`config.mk`:
```
export PLATFORM = sky130hd
export DESIGN_NAME = floating_point_multiplier_seq
export DESIGN_NICKNAME = d
export VERILOG_FILES = /design/src/rtl/fp_pkg.sv /design/src/rtl/fp_round_pack.sv /design/src/rtl/floating_point_multiplier_seq.sv
export SDC_FILE = /design/constraint.sdc
export NUM_CORES = 1
export LEC_CHECK = 0
export CORE_MARGIN = 3
export CORE_UTILIZATION = 50
export CTS_BUF_LIST = sky130_fd_sc_hd__clkbuf_4
export DETAILED_ROUTE_END_ITERATION = 8
export PLACE_DENSITY = 0.76
export SYNTH_ARGS = -nofsm -noshare
export SYNTH_HDL_FRONTEND = slang
export SYNTH_SLANG_ARGS = --single-unit
export TNS_END_PERCENT = 30
```
`constraint.sdc`:
```
create_clock -name clk -period 3.7 [get_ports clk]
set_clock_uncertainty 0.05 [all_clocks]
set_input_delay 0.74 -clock clk [delete_from_list [all_inputs] [get_ports clk]]
set_output_delay 0.74 -clock clk [all_outputs]
set_load 0.005 [all_outputs]
```
`src/rtl/fp_pkg.sv`:
```
// rtl/fp_pkg.sv - shared IEEE-754 single-precision constants, types and field unpacker
package fp_pkg;
  localparam int EXP_W  = 8;
  localparam int MAN_W  = 23;
  localparam int BIAS   = 127;
  localparam int SIG_W  = MAN_W + 1;
  localparam int ACC_W  = 2 * SIG_W;
  localparam int XEXP_W = EXP_W + 2;
  localparam int CNT_W  = 5;

  localparam logic [31:0] QNAN    = 32'h7FC0_0000;
  localparam logic [31:0] POS_INF = 32'h7F80_0000;

  typedef logic signed [XEXP_W-1:0] xexp_t;

  typedef enum logic [2:0] {IDLE, UNPACK, MULT, NORM, ROUND, DONE} state_t;

  typedef struct packed {
    logic             sign;
    logic [EXP_W-1:0] expo;
    logic [MAN_W-1:0] frac;
    logic             is_nan;
    logic             is_inf;
    logic             is_zero;
  } fp_fields_t;

  // A zero exponent field covers both true zeros and subnormals, which are flushed.
  function automatic fp_fields_t fp_unpack(input logic [31:0] w);
    fp_fields_t f;
    f.sign    = w[31];
    f.expo    = w[30:MAN_W];
    f.frac    = w[MAN_W-1:0];
    f.is_nan  = (&f.expo) && (f.frac != '0);
    f.is_inf  = (&f.expo) && (f.frac == '0);
    f.is_zero = (f.expo == '0);
    return f;
  endfunction
endpackage

```
`src/rtl/fp_round_pack.sv`:
```
// rtl/fp_round_pack.sv - round-to-nearest-even and pack a normalised significand into a single word
module fp_round_pack
  import fp_pkg::*;
(
  input  logic [SIG_W-1:0] sig_i,
  input  logic             guard_i,
  input  logic             sticky_i,
  input  xexp_t            exp_i,
  input  logic             sign_i,
  output logic [31:0]      word_o,
  output logic             ovf_o,
  output logic             udf_o
);
  localparam xexp_t EXP_MAX = xexp_t'((1 << EXP_W) - 1);

  logic             round_up;
  logic             carry;
  logic [MAN_W-1:0] man_r;
  xexp_t            exp_r;

  always_comb begin
    round_up = guard_i & (sticky_i | sig_i[0]);
    man_r    = sig_i[MAN_W-1:0] + {{(MAN_W-1){1'b0}}, round_up};
    // An all-ones significand that rounds up becomes 1.0 of the next binade; the fraction wraps to 0.
    carry    = round_up & (&sig_i);
    exp_r    = exp_i + (carry ? xexp_t'(1) : xexp_t'(0));
    ovf_o    = 1'b0;
    udf_o    = 1'b0;
    word_o   = {sign_i, exp_r[EXP_W-1:0], man_r};
    if (exp_r >= EXP_MAX) begin
      word_o = {sign_i, POS_INF[30:0]};
      ovf_o  = 1'b1;
    end else if (exp_r <= xexp_t'(0)) begin
      word_o = {sign_i, 31'b0};
      udf_o  = 1'b1;
    end
  end
endmodule

```
`src/rtl/floating_point_multiplier_seq.sv`:
```
// rtl/floating_point_multiplier_seq.sv - multi-cycle single-precision multiplier with shift-add core
module floating_point_multiplier_seq
  import fp_pkg::*;
(
  input  logic        clk,
  input  logic        reset,
  input  logic        start,
  input  logic [31:0] a,
  input  logic [31:0] b,
  output logic [31:0] result,
  output logic        busy,
  output logic        done,
  output logic        overflow,
  output logic        underflow,
  output logic        invalid
);
  state_t             state_q, state_d;
  logic [31:0]        a_q, a_d, b_q, b_d;
  logic               sign_q, sign_d;
  xexp_t              exp_q, exp_d;
  logic [ACC_W-1:0]   mcand_q, mcand_d, acc_q, acc_d;
  logic [SIG_W-1:0]   mplier_q, mplier_d, sig_q, sig_d;
  logic [CNT_W-1:0]   cnt_q, cnt_d;
  logic               guard_q, guard_d, sticky_q, sticky_d;
  logic               spec_q, spec_d, spec_inv_q, spec_inv_d;
  logic [31:0]        spec_word_q, spec_word_d, result_q, result_d;
  logic               ovf_q, ovf_d, udf_q, udf_d, inv_q, inv_d;

  fp_fields_t         ua, ub;
  logic               op_sign;
  logic [31:0]        rp_word;
  logic               rp_ovf, rp_udf;

  fp_round_pack u_round_pack (
    .sig_i    (sig_q),
    .guard_i  (guard_q),
    .sticky_i (sticky_q),
    .exp_i    (exp_q),
    .sign_i   (sign_q),
    .word_o   (rp_word),
    .ovf_o    (rp_ovf),
    .udf_o    (rp_udf)
  );

  always_comb begin
    state_d     = state_q;
    a_d         = a_q;
    b_d         = b_q;
    sign_d      = sign_q;
    exp_d       = exp_q;
    mcand_d     = mcand_q;
    acc_d       = acc_q;
    mplier_d    = mplier_q;
    sig_d       = sig_q;
    cnt_d       = cnt_q;
    guard_d     = guard_q;
    sticky_d    = sticky_q;
    spec_d      = spec_q;
    spec_inv_d  = spec_inv_q;
    spec_word_d = spec_word_q;
    result_d    = result_q;
    ovf_d       = ovf_q;
    udf_d       = udf_q;
    inv_d       = inv_q;
    ua          = fp_unpack(a_q);
    ub          = fp_unpack(b_q);
    op_sign     = ua.sign ^ ub.sign;

    case (state_q)
      IDLE: begin
        if (start) begin
          a_d     = a;
          b_d     = b;
          ovf_d   = 1'b0;
          udf_d   = 1'b0;
          inv_d   = 1'b0;
          state_d = UNPACK;
        end
      end
      UNPACK: begin
        sign_d     = op_sign;
        exp_d      = xexp_t'({2'b00, ua.expo}) + xexp_t'({2'b00, ub.expo}) - xexp_t'(BIAS);
        mcand_d    = {{SIG_W{1'b0}}, 1'b1, ua.frac};
        mplier_d   = {1'b1, ub.frac};
        acc_d      = '0;
        cnt_d      = '0;
        spec_d     = 1'b1;
        spec_inv_d = 1'b0;
        if (ua.is_nan || ub.is_nan || (ua.is_inf && ub.is_zero) || (ua.is_zero && ub.is_inf)) begin
          spec_word_d = QNAN;
          spec_inv_d  = 1'b1;
        end else if (ua.is_inf || ub.is_inf) begin
          spec_word_d = {op_sign, POS_INF[30:0]};
        end else if (ua.is_zero || ub.is_zero) begin
          spec_word_d = {op_sign, 31'b0};
        end else begin
          spec_d = 1'b0;
        end
        // Specials bypass the mantissa core and only pass through ROUND to register the word.
        state_d = spec_d ? ROUND : MULT;
      end
      MULT: begin
        acc_d    = acc_q + (mplier_q[0] ? mcand_q : '0);
        mcand_d  = mcand_q << 1;
        mplier_d = mplier_q >> 1;
        cnt_d    = cnt_q + CNT_W'(1);
        if (cnt_q == CNT_W'(SIG_W - 1)) state_d = NORM;
      end
      NORM: begin
        if (acc_q[ACC_W-1]) begin
          sig_d    = acc_q[ACC_W-1 -: SIG_W];
          guard_d  = acc_q[ACC_W-1-SIG_W];
          sticky_d = |acc_q[ACC_W-2-SIG_W:0];
          exp_d    = exp_q + xexp_t'(1);
        end else begin
          sig_d    = acc_q[ACC_W-2 -: SIG_W];
          guard_d  = acc_q[ACC_W-2-SIG_W];
          sticky_d = |acc_q[ACC_W-3-SIG_W:0];
        end
        state_d = ROUND;
      end
      ROUND: begin
        if (spec_q) begin
          result_d = spec_word_q;
          inv_d    = spec_inv_q;
        end else begin
          result_d = rp_word;
          ovf_d    = rp_ovf;
          udf_d    = rp_udf;
        end
        state_d = DONE;
      end
      DONE:    state_d = IDLE;
      default: state_d = IDLE;
    endcase
  end

  always_ff @(posedge clk) begin
    if (!reset) begin
      state_q     <= IDLE;
      a_q         <= '0;
      b_q         <= '0;
      sign_q      <= 1'b0;
      exp_q       <= '0;
      mcand_q     <= '0;
      acc_q       <= '0;
      mplier_q    <= '0;
      sig_q       <= '0;
      cnt_q       <= '0;
      guard_q     <= 1'b0;
      sticky_q    <= 1'b0;
      spec_q      <= 1'b0;
      spec_inv_q  <= 1'b0;
      spec_word_q <= '0;
      result_q    <= '0;
      ovf_q       <= 1'b0;
      udf_q       <= 1'b0;
      inv_q       <= 1'b0;
    end else begin
      state_q     <= state_d;
      a_q         <= a_d;
      b_q         <= b_d;
      sign_q      <= sign_d;
      exp_q       <= exp_d;
      mcand_q     <= mcand_d;
      acc_q       <= acc_d;
      mplier_q    <= mplier_d;
      sig_q       <= sig_d;
      cnt_q       <= cnt_d;
      guard_q     <= guard_d;
      sticky_q    <= sticky_d;
      spec_q      <= spec_d;
      spec_inv_q  <= spec_inv_d;
      spec_word_q <= spec_word_d;
      result_q    <= result_d;
      ovf_q       <= ovf_d;
      udf_q       <= udf_d;
      inv_q       <= inv_d;
    end
  end

  assign result    = result_q;
  assign busy      = (state_q != IDLE);
  assign done      = (state_q == DONE);
  assign overflow  = ovf_q;
  assign underflow = udf_q;
  assign invalid   = inv_q;
endmodule

```
## Word-level counts from Yosys, hierarchy flattened

Index checks and enable logic that the tools add are counted.
Widths: inputs -> output; s select.

| storage, ports and cells | value |
|---|---|
| register bits | 298 |
| input port bits | 67 |
| logic and storage cells | 113 |

| cells by class | value |
|---|---|
| add/subtract/negate cells | 7 |
| $lt $le $gt $ge | 2 |
| eq/ne operators | 11 |
| mux-type cells | 36 |
| bitwise logic cells | 4 |
| reductions and logical operators | 34 |

Operators by type and width:

| operator | count |
|---|---|
| $pmux 48 s2 | 2 |
| $mux 32 | 4 |
| $mux 31 | 2 |
| $add 48x48->48 | 1 |
| $mux 48 | 1 |
| $pmux 24 s2 | 1 |
| $logic_not 23->1 | 2 |
| $reduce_bool 23->1 | 2 |
| $mux 24 | 1 |
| $reduce_and 24->1 | 1 |
| $add 23x1->23 | 1 |
| $reduce_or 23->1 | 1 |
| $reduce_or 22->1 | 1 |
| $pmux 10 s2 | 1 |
| $logic_not 8->1 | 2 |
| $reduce_and 8->1 | 2 |
| $mux 1 | 15 |
| $pmux 3 s5 | 1 |
| $add 10x10->10 | 1 |
| $add 10x2->10 const B | 1 |
| $ge 10x9->1 const B | 1 |
| $le 10x1->1 const B | 1 |
| $mux 10 | 1 |
| $ne 2x2->1 const B | 5 |
| 20 further kinds | 43 |

## Depth between registers and ports, before layout

Gate-level depths: netlist of the first run.

| depth | value |
|---|---|
| word-level depth | 10 |
| depth in mapped cells | 18 |
| mapped depth without buffers | 16 |

## Cells and area by module

Synthesis of the first run repeated with hierarchy kept, for this count alone.

| unflattened totals | value |
|---|---|
| cell total of the unflattened synthesis | 1854 |
| area, all modules | 15320.9 µm² |

Modules (own cells, without submodules):

| module | times used | cells an instance | area an instance (µm²) | sequential area each (µm²) |
|---|---|---|---|---|
| floating_point_multiplier_seq | 1 | 1705 | 14307.5 | 5385.2 |
| fp_round_pack | 1 | 149 | 1013.5 | 0.0 |

## Least setup slack after synthesis of the first run

Ideal clock, no wire load.

| path | value |
|---|---|
| path type | register to register |
| from | reg sig_q[6] |
| to | reg result_q[13] (netlist: result[13]) |
| setup time | 0.128 ns |
| arrival | 3.435 ns |
| setup slack | 0.087 ns |
| stages on the path, launching flop included | 19 |
| cell sequence | dfxtp_1 and3_1 and3_1 nand2_1 or4_1 nor3_1 ha_1 ha_1 and3_1 nand2_1 nor2_1 xor2_1 nand2b_1 o31a_1 and2_1 clkbuf_1 buf_2 a22oi_1 nor2_1 |

| on the way | value |
|---|---|
| cells in the longest elaborated chain, start to end | 8 |

RTL lines:

| what | RTL line | text |
|---|---|---|
| from (decl) | floating_point_multiplier_seq.sv:22 | `logic [SIG_W-1:0] mplier_q, mplier_d, sig_q, sig_d;` |
| from (signal assigned) | floating_point_multiplier_seq.sv:168 | `sig_q <= sig_d;` |
| $reduce_and 24->1 | fp_round_pack.sv:25 | `carry = round_up & (&sig_i);` |
| $and 1x1->1 | fp_round_pack.sv:25 |  |
| $mux 1 | fp_round_pack.sv:26 | `exp_r = exp_i + (carry ? xexp_t'(1) : xexp_t'(0));` |
| $add 10x10->10 | fp_round_pack.sv:26 |  |
| $le 10x1->1 | fp_round_pack.sv:33 | `end else if (exp_r <= xexp_t'(0)) begin` |
| $mux 31 | fp_round_pack.sv:33 |  |
| $mux 31 * | fp_round_pack.sv:30 | `if (exp_r >= EXP_MAX) begin` |
| $mux 32 * | floating_point_multiplier_seq.sv:123 | `if (spec_q) begin` |
| to (signal assigned) | floating_point_multiplier_seq.sv:175 | `result_q <= result_d;` |
| to (decl) | floating_point_multiplier_seq.sv:26 | `logic [31:0] spec_word_q, spec_word_d, result_q, result_d;` |

Mark *: on every way between the ends. The rest lies on a longest branch, timed or not.
A chain may end at the register's enable or synchronous reset.

## Worst setup path after layout of the first run

| path | value |
|---|---|
| from | reg sig_q[7] |
| to | reg result_q[10] (netlist: result[10]) |

Same word-level chain as after synthesis.

==> impl_metrics.sql, run 1 <==
INSERT INTO impl_metrics (metric_group, metric, value, unit) VALUES
('outcome', 'run_status', 'complete, no violations', ''),
('worst_setup_path', 'worst_setup_path_end_kind', 'flip-flop', ''),
('worst_setup_path', 'path_cells', 'and3_4 > and3_4 > nand2_2 > or4_4 > nor3_4 > ha_2 > ha_4 > and3_4 > nand2_1 > nor2_2 > xor2_1 > nand2b_4 > o31a_1 > and2_1 > buf_12 > a22oi_1 > nor2_1', ''),
('detailed_routing', 'wl', '34990', 'microns'),
('placement', 'number_of_i_o_port_buffers', '103', ''),
('placement', 'gpl.final_weighted_congestion', '0.9076', ''),
('worst_setup_path', 'req_time_crit_path', '4.19', 'ns'),
('cells_and_area', 'drive_above_1_share', '9.570', '%'),
('worst_setup_path', 'max_stage_delay', '0.51', 'ns'),
('clock_network', 'postCtsHoldBufs', '0', ''),
('sta', 'timing_worst_slew_pin_value', '0.9496', 'ns'),
('sta', 'slew-limit-headroom', '36.70', '%'),
('yosys', 'synth-edff-count', '0', ''),
('detailed_routing', 'detailedRoute.firstIterationViolations', '952', ''),
('pwr', 'design_power_total', '6.921', 'mW'),
('pwr', 'power_density', '426.4', 'mW/mm^2'),
('sta', 'finalMaxSlewViolations', '0', ''),
('worst_setup_path', 'worstPathMaxFanout', '23', ''),
('yosys', 'synthesis.area_per_instance', '8.067', 'sq um'),
('yosys', 'postSynthNetCount', '1855', ''),
('clock_network', 'sink_count_of_the_clock_tree', '269', ''),
('job', 'drv_cap', '0', ''),
('global_route', 'grt_pass1_vias', '12271', ''),
('worst_setup_path', 'critical_path.top_delay_family', 'simple AND/OR/NAND/NOR gates', ''),
('worst_setup_path', 'timing.critical_path.buf_inv', '1', ''),
('sta', 'setup_violations', '0', ''),
('clock_network', 'clk_pin_slew_worst_paths', '0.06', 'ns'),
('yosys', 'mappedNetlistArea', '0.01386', 'sq mm'),
('floorplanning', 'rows', '60', ''),
('clock_network', 'clockRootBuffer', 'sky130_fd_sc_hd__clkbuf_4', ''),
('detailed_routing', 'vias', '12770', ''),
('worst_setup_path', 'crit_path_frequent_cell', 'sky130_fd_sc_hd__and3_4', ''),
('sta', 'final.hold.worst_slack', '0.4072', 'ns'),
('clock_network', 'post_cts_buffers', '0', ''),
('detailed_routing', 'total_length_of_routed_met3_wires', '1686', 'microns'),
('pwr', 'worst_voltage_drop_across_the_vdd_grid', '280.3', 'uV'),
('worst_setup_path', 'cp_data_arrival_time', '4.06', 'ns'),
('cells_and_area', 'area_delta_synth_final', '17.11', '%'),
('yosys', 'yosysSeqAreaShare', '38.86', '%'),
('detailed_routing', 'avgRoutedWirePerCell', '15.66', 'microns'),
('floorplanning', 'die_width', '172.5', 'microns'),
('detailed_routing', 'ant_nets', '0', ''),
('sta', 'fmax', '0.2802', 'GHz'),
('cells_and_area', 'layout.nets', '1948', ''),
('global_route', 'gr_util_all_layers', '23.51', '%'),
('floorplanning', 'die-area', '0.02975', 'sq mm'),
('yosys', 'synth_ff_type', 'sky130_fd_sc_hd__dfxtp_1', ''),
('floorplanning', 'core_area', '0.02710', 'sq mm'),
('yosys', 'combinational_family_with_the_most_area_after_synthesis', 'compound AO/OA/AOI/OAI gates', ''),
('clock_network', 'ctsLongestPathBuffers', '3', ''),
('sta', 'final-hold-violation-count', '0', ''),
('sta', 'timing.final.crit_period', '3.568', 'ns'),
('clock_network', 'clock_tree.htree_level_count', '3', ''),
('global_route', 'grt-ovfl-total', '0', ''),
('yosys', 'synth_simple_gate_area_share', '19.77', '%'),
('worst_setup_path', 'worst-setup-path-type', 'flip-flop to flip-flop', ''),
('yosys', 'flops_latches_synth', '269', ''),
('floorplanning', 'die_height', '172.5', 'microns'),
('detailed_routing', 'drt-pass1-iter-count', '5', ''),
('floorplanning', 'design.portCount', '104', ''),
('detailed_routing', 'highest_layer', 'met4', ''),
('detailed_routing', 'detail_route.drc_violations', '0', ''),
('yosys', 'synth_compound_gate_area_share', '24.36', '%'),
('yosys', 'netlist_instances', '1718', ''),
('clock_network', 'cts_inserted_buffers', '71', ''),
('yosys', 'ys_warn_count', '0', ''),
('pwr', 'standby_leakage_power', '6.248', 'nW'),
('min_path', 'hold_path.class', 'flip-flop to flip-flop', ''),
('clock_network', 'cts_tree', 'done', ''),
('clock_network', 'worst_skew_pair.late_latency', '0.71', 'ns'),
('yosys', 'netlist-cell-type-count', '68', '');
[final timing paths]
path                                                start                         to  slack [ns]  depth (start not counted)
worst max-delay path                sig_q[7]$_SDFFE_PN0P_    result[10]$_SDFFE_PN0P_        0.13                         17
worst min-delay path            mplier_q[10]$_SDFFE_PN0P_  mplier_q[10]$_SDFFE_PN0P_        0.41                          2
worst max register to register      sig_q[7]$_SDFFE_PN0P_    result[10]$_SDFFE_PN0P_        0.13                         17
worst min register to register  mplier_q[10]$_SDFFE_PN0P_  mplier_q[10]$_SDFFE_PN0P_        0.41                          2
[sequential cells by signal, indices dropped and copies added (netlist names), 10 cells and up]
| name | flops |
|---|---|
| mplier_q | 24 |
| result | 32 |
| exp_q | 10 |
| b_q | 32 |
| acc_q | 48 |
| mcand_q | 48 |
| a_q | 32 |
| sig_q | 24 |
[through the flow]
stage | setup TNS, ns | utilization [%] | instance area, sq um | worst slack [ns] | cells
finish | 0 | 59.89 | 16230 | 0.1317 | 2234
global route | -0.1610 | 59.89 | 16230 | -0.02698 | 2234
CTS | 0 | 59.57 | 16140 | 0.02540 | 2232
detailed placement | -0.1449 | 56.26 | 15250 | -0.03186 | 2110
global placement | 0 | 56.26 | 15250 | 0.08187 | 2110
floorplan | 0 | - | 13860 | 0.08740 | 1718
[final cells by class]
cell class	count	area [sq um]
diodes	2	5.005
clock inverters	27	175.2
repair buffers	133	1319
clock buffers	95	713.2
multi-input cells	1313	8073
fillers	2430	10870
flip-flops and latches	269	5389
inverters	23	91.34
well taps	372	465.4
[metal layers]
metal	GRT usage, %	vias up
met2	40.30	349
met4	6.942	0
met3	4.230	59
li1	-	6369
met1	30.29	5993
met5	0	-
[power by group]
part	total, mW	leakage (nW)	internal, mW	switching [mW]
registers	3.22	2.18	3.06	0.162
logic	1.12	3.55	0.407	0.714
clock network	2.58	0.517	1.34	1.24
[cells by family (layout without fill, tap and decap cells)]
group           after synthesis  in the layout
other cells                   0              2
mux                          25             25
buf+inv                     136            278
simple gates                613            613
flops                       269            269
xor+xnor                     80             80
fa+ha+maj                    70             70
compound gates              525            525
[cell usage after synthesis (all sizes together), types with 12 or more instances]
library cell | number | area [sq um]
and3 | 14 | 87.58
a22oi | 118 | 885.9
o21ai | 77 | 389.1
a211oi | 33 | 247.7
a21o | 33 | 247.7
xor2 | 40 | 350.3
a21oi | 186 | 930.9
nand2 | 266 | 998.5
dfxtp | 269 | 5385
and2 | 56 | 350.3
clkbuf | 95 | 356.6
mux2i | 25 | 250.2
ha | 68 | 850.8
nand4 | 24 | 150.1
nand3 | 33 | 175.2
buf | 18 | 73.82
xnor2 | 40 | 350.3
inv | 23 | 86.33
nor4 | 21 | 131.4
a31oi | 12 | 75.07
nor2 | 157 | 589.3
nor3 | 21 | 105.1
[cell usage in the layout (no fill, tap or decap), types with 31 or more instances in the layout]
cell type and count:
sky130_fd_sc_hd__a211oi_1 33, sky130_fd_sc_hd__a21o_1 33, sky130_fd_sc_hd__a21oi_1 186, sky130_fd_sc_hd__a22oi_1 114, sky130_fd_sc_hd__and2_1 51, sky130_fd_sc_hd__clkbuf_4 95
sky130_fd_sc_hd__clkdlybuf4s50_1 103, sky130_fd_sc_hd__dfxtp_1 266, sky130_fd_sc_hd__ha_1 66, sky130_fd_sc_hd__nand2_1 264, sky130_fd_sc_hd__nand3_1 31, sky130_fd_sc_hd__nor2_1 153
sky130_fd_sc_hd__o21ai_0 61, sky130_fd_sc_hd__xnor2_1 40, sky130_fd_sc_hd__xor2_1 39
[repair_timing]
item | in CTS | in global routing
gates cloned | 0 | 0
pin swaps | 1 | 3
setup endpoints to repair | 22 | 31
resized for setup | 3 | 18
[worst register-to-register path, cell delays in order (launching register included)]
cell and delay, ns:
sky130_fd_sc_hd__dfxtp_1 0.33, sky130_fd_sc_hd__and3_4 0.19, sky130_fd_sc_hd__and3_4 0.19, sky130_fd_sc_hd__nand2_2 0.09, sky130_fd_sc_hd__or4_4 0.51, sky130_fd_sc_hd__nor3_4 0.19
sky130_fd_sc_hd__ha_2 0.23, sky130_fd_sc_hd__ha_4 0.14, sky130_fd_sc_hd__and3_4 0.18, sky130_fd_sc_hd__nand2_1 0.09, sky130_fd_sc_hd__nor2_2 0.13, sky130_fd_sc_hd__xor2_1 0.10
sky130_fd_sc_hd__nand2b_4 0.16, sky130_fd_sc_hd__o31a_1 0.30, sky130_fd_sc_hd__and2_1 0.19, sky130_fd_sc_hd__buf_12 0.16, sky130_fd_sc_hd__a22oi_1 0.15, sky130_fd_sc_hd__nor2_1 0.07
(Power assumes the default switching activity.)
==> inputs of run 2 (changes only) <==
CAP_MARGIN = 20   (was unset)
==> results of run 2 <==
Final layout, timing and power as in run 1 (identical DEF).
==> inputs of run 3 (changes only) <==
CTS_BUF_LIST = sky130_fd_sc_hd__clkbuf_16   (was sky130_fd_sc_hd__clkbuf_4)
REMOVE_ABC_BUFFERS = 1   (was unset)
==> run 3 against run 2 <==
Net effect: power up 1.1%; combinational power about the same; non-clock buffer count down 1; critical path depth down 5; clock power up 3%; sequential cell count unchanged; first-iteration DRC count down 12%; largest cell class unchanged; largest power group unchanged.
==> impl_metrics.sql, run 3 (synthesis results as in run 1) <==
INSERT INTO impl_metrics (metric_group, metric, value, unit) VALUES
('cells_and_area', 'layout_commonest_cell', 'sky130_fd_sc_hd__dfxtp_1', ''),
('placement', 'post-dp-hpwl', '23390', 'microns'),
('detailed_routing', 'detailedRoute.firstIterationViolations', '837', ''),
('placement', 'placedInstanceArea', '0.01523', 'sq mm'),
('global_route', 'number_of_antenna_violations_at_the_first_check_in_global_routing', '0', ''),
('sta', 'final.hold.worst_slack', '0.4048', 'ns'),
('clock_network', 'cts_inserted_buffers', '29', ''),
('global_route', 'grt_max_degree', '123', ''),
('floorplanning', 'die_height', '172.5', 'microns'),
('placement', 'place_ws', '-0.05661', 'ns'),
('clock_network', 'ctsLongestPathBuffers', '3', ''),
('sta', 'setup_slack', '0.2211', 'ns'),
('pwr', 'worst_voltage_drop_across_the_vdd_grid', '401.1', 'uV'),
('cells_and_area', 'area_delta_synth_final', '17.49', '%'),
('placement', 'gpl.final_weighted_congestion', '0.8895', ''),
('detailed_routing', 'wl', '33800', 'microns'),
('floorplanning', 'core_area', '0.02710', 'sq mm'),
('placement', 'numPlacedInstances', '2108', ''),
('outcome', 'run_status', 'complete, no violations', ''),
('detailed_routing', 'detail_route.drc_violations', '0', ''),
('worst_setup_path', 'cp_data_arrival_time', '3.85', 'ns'),
('cells_and_area', 'final_cells', '2162', ''),
('placement', 'number_of_i_o_port_buffers', '103', ''),
('sta', 'slew-limit-headroom', '34.91', '%'),
('clock_network', 'clock_tree.htree_level_count', '1', ''),
('clock_network', 'clk_pin_slew_worst_paths', '0.06', 'ns'),
('floorplanning', 'die-area', '0.02975', 'sq mm'),
('sta', 'setup_violations', '0', ''),
('sta', 'timing.final.crit_period', '3.479', 'ns'),
('floorplanning', 'rows', '60', ''),
('sta', 'setup_tns_final', '0', 'ns'),
('pwr', 'design_power_total', '6.996', 'mW'),
('global_route', 'gr_util_all_layers', '22.14', '%'),
('clock_network', 'postCtsHoldBufs', '0', ''),
('worst_setup_path', 'regToRegSetupSlack', '0.22', 'ns'),
('detailed_routing', 'post_drt_via_cell_ratio', '5.729', ''),
('floorplanning', 'start_util', '51.14', '%'),
('worst_setup_path', 'req_time_crit_path', '4.08', 'ns'),
('pwr', 'standby_leakage_power', '6.175', 'nW'),
('cells_and_area', 'num-fill-cells', '2425', ''),
('job', 'drv_cap', '0', ''),
('cells_and_area', 'layout.cells.most_common_list', 'sky130_fd_sc_hd__dfxtp_1 (266), sky130_fd_sc_hd__nand2_1 (265), sky130_fd_sc_hd__a21oi_1 (186), sky130_fd_sc_hd__nor2_1 (153), sky130_fd_sc_hd__clkdlybuf4s50_1 (103)', ''),
('cells_and_area', 'largestRegisters', 'acc_q (48), mcand_q (48)', ''),
('cells_and_area', 'post-route-cell-area', '0.01628', 'sq mm'),
('min_path', 'hold_path.class', 'flip-flop to flip-flop', ''),
('pwr', 'power_density', '429.7', 'mW/mm^2'),
('global_route', 'grt-ovfl-total', '0', ''),
('cells_and_area', 'layout_utilization', '60.08', '%'),
('floorplanning', 'die_width', '172.5', 'microns'),
('cells_and_area', 'antennaDiodeCount', '0', ''),
('cells_and_area', 'layout.nets', '1905', ''),
('sta', 'final-hold-violation-count', '0', ''),
('sta', 'fmax', '0.2874', 'GHz'),
('floorplanning', 'design.portCount', '104', ''),
('detailed_routing', 'avgRoutedWirePerCell', '15.63', 'microns'),
('clock_network', 'clockRootBuffer', 'sky130_fd_sc_hd__clkbuf_16', ''),
('detailed_routing', 'vias', '12387', ''),
('worst_setup_path', 'worst-setup-path-type', 'flip-flop to flip-flop', ''),
('detailed_routing', 'drt-pass1-iter-count', '5', ''),
('clock_network', 'worst_skew_pair.late_latency', '0.55', 'ns'),
('worst_setup_path', 'critical_path.startpoint_type', 'flip-flop', ''),
('detailed_routing', 'ant_nets', '0', ''),
('clock_network', 'sink_count_of_the_clock_tree', '269', ''),
('worst_setup_path', 'worst_setup_path_end_kind', 'flip-flop', ''),
('sta', 'rsz_0062_raised_after_global_routing', 'false', ''),
('sta', 'timing_worst_slew_pin_value', '0.9764', 'ns'),
('global_route', 'grt_first_pass_wirelength', '55720', 'microns'),
('clock_network', 'cts_tree', 'done', ''),
('worst_setup_path', 'worstPathMaxFanout', '16', ''),
('sta', 'layout_worst_path_cycle_share', '94.03', '%'),
('global_route', 'grt_pass1_vias', '11550', ''),
('cells_and_area', 'drive_above_1_share', '7.207', '%'),
('sta', 'finalMaxSlewViolations', '0', '');
## run 3: cell count changes in the layout (fill, tap and decap cells not counted), sizes merged
cell | before | now
clkbuf | 95 | 29
clkinvlp | 2 | 3
inv | 24 | 30
diode | 2 | 0
clkinv | 22 | 13
buf | 30 | 29
bufinv | 2 | 1
## run 3: worst paths after layout
kind                             from  depth (start not counted)                        to
max          mplier_q[0]$_SDFFE_PN0P_                         12    acc_q[44]$_SDFFE_PN0P_
max reg2reg  mplier_q[0]$_SDFFE_PN0P_                         12    acc_q[44]$_SDFFE_PN0P_
min reg2reg  mplier_q[8]$_SDFFE_PN0P_                          2  mplier_q[8]$_SDFFE_PN0P_
min          mplier_q[8]$_SDFFE_PN0P_                          2  mplier_q[8]$_SDFFE_PN0P_
## run 3: power breakdown
part	switching [mW]	internal [mW]
logic	0.719	0.400
registers	0.166	3.06
clock network	1.16	1.49
## run 3: per-layer routing
metal,GRT usage [%],wire length (microns)
met4,6.109,902
met3,2.835,1585
met5,0,0
met1,30.62,15670
met2,36.53,15650
## run 3: layout make-up
class	count	area, sq um	share of cell area, %
tap	372	465.4	2.858
clock buffer	29	725.7	4.457
timing repair buffer	132	1311	8.053
multi-input combinational	1313	8160	50.12
clock inverter	24	140.1	0.8606
sequential	269	5389	33.10
inverter	23	91.34	0.5609
## run 3: worst max-delay path: stages, from the launching register on
cell                       delay [ns]
sky130_fd_sc_hd__dfxtp_2         0.39
sky130_fd_sc_hd__and2_1          0.18
sky130_fd_sc_hd__ha_1            0.22
sky130_fd_sc_hd__fa_1            0.42
sky130_fd_sc_hd__a21o_1          0.21
sky130_fd_sc_hd__a221oi_4        0.32
sky130_fd_sc_hd__o31ai_2         0.12
sky130_fd_sc_hd__a211o_1         0.34
sky130_fd_sc_hd__o21a_1          0.27
sky130_fd_sc_hd__a41o_4          0.30
sky130_fd_sc_hd__a221oi_2        0.25
sky130_fd_sc_hd__xor2_1          0.19
sky130_fd_sc_hd__o21ai_1         0.07
## run 3: timing repair
item / 4_1_cts / 5_1_grt
cloned: 0 / 0
resized for setup: 1 / 37
pin swaps: 1 / 8
setup endpoints to repair: 23 / 33
buffers inserted: 0 / 1
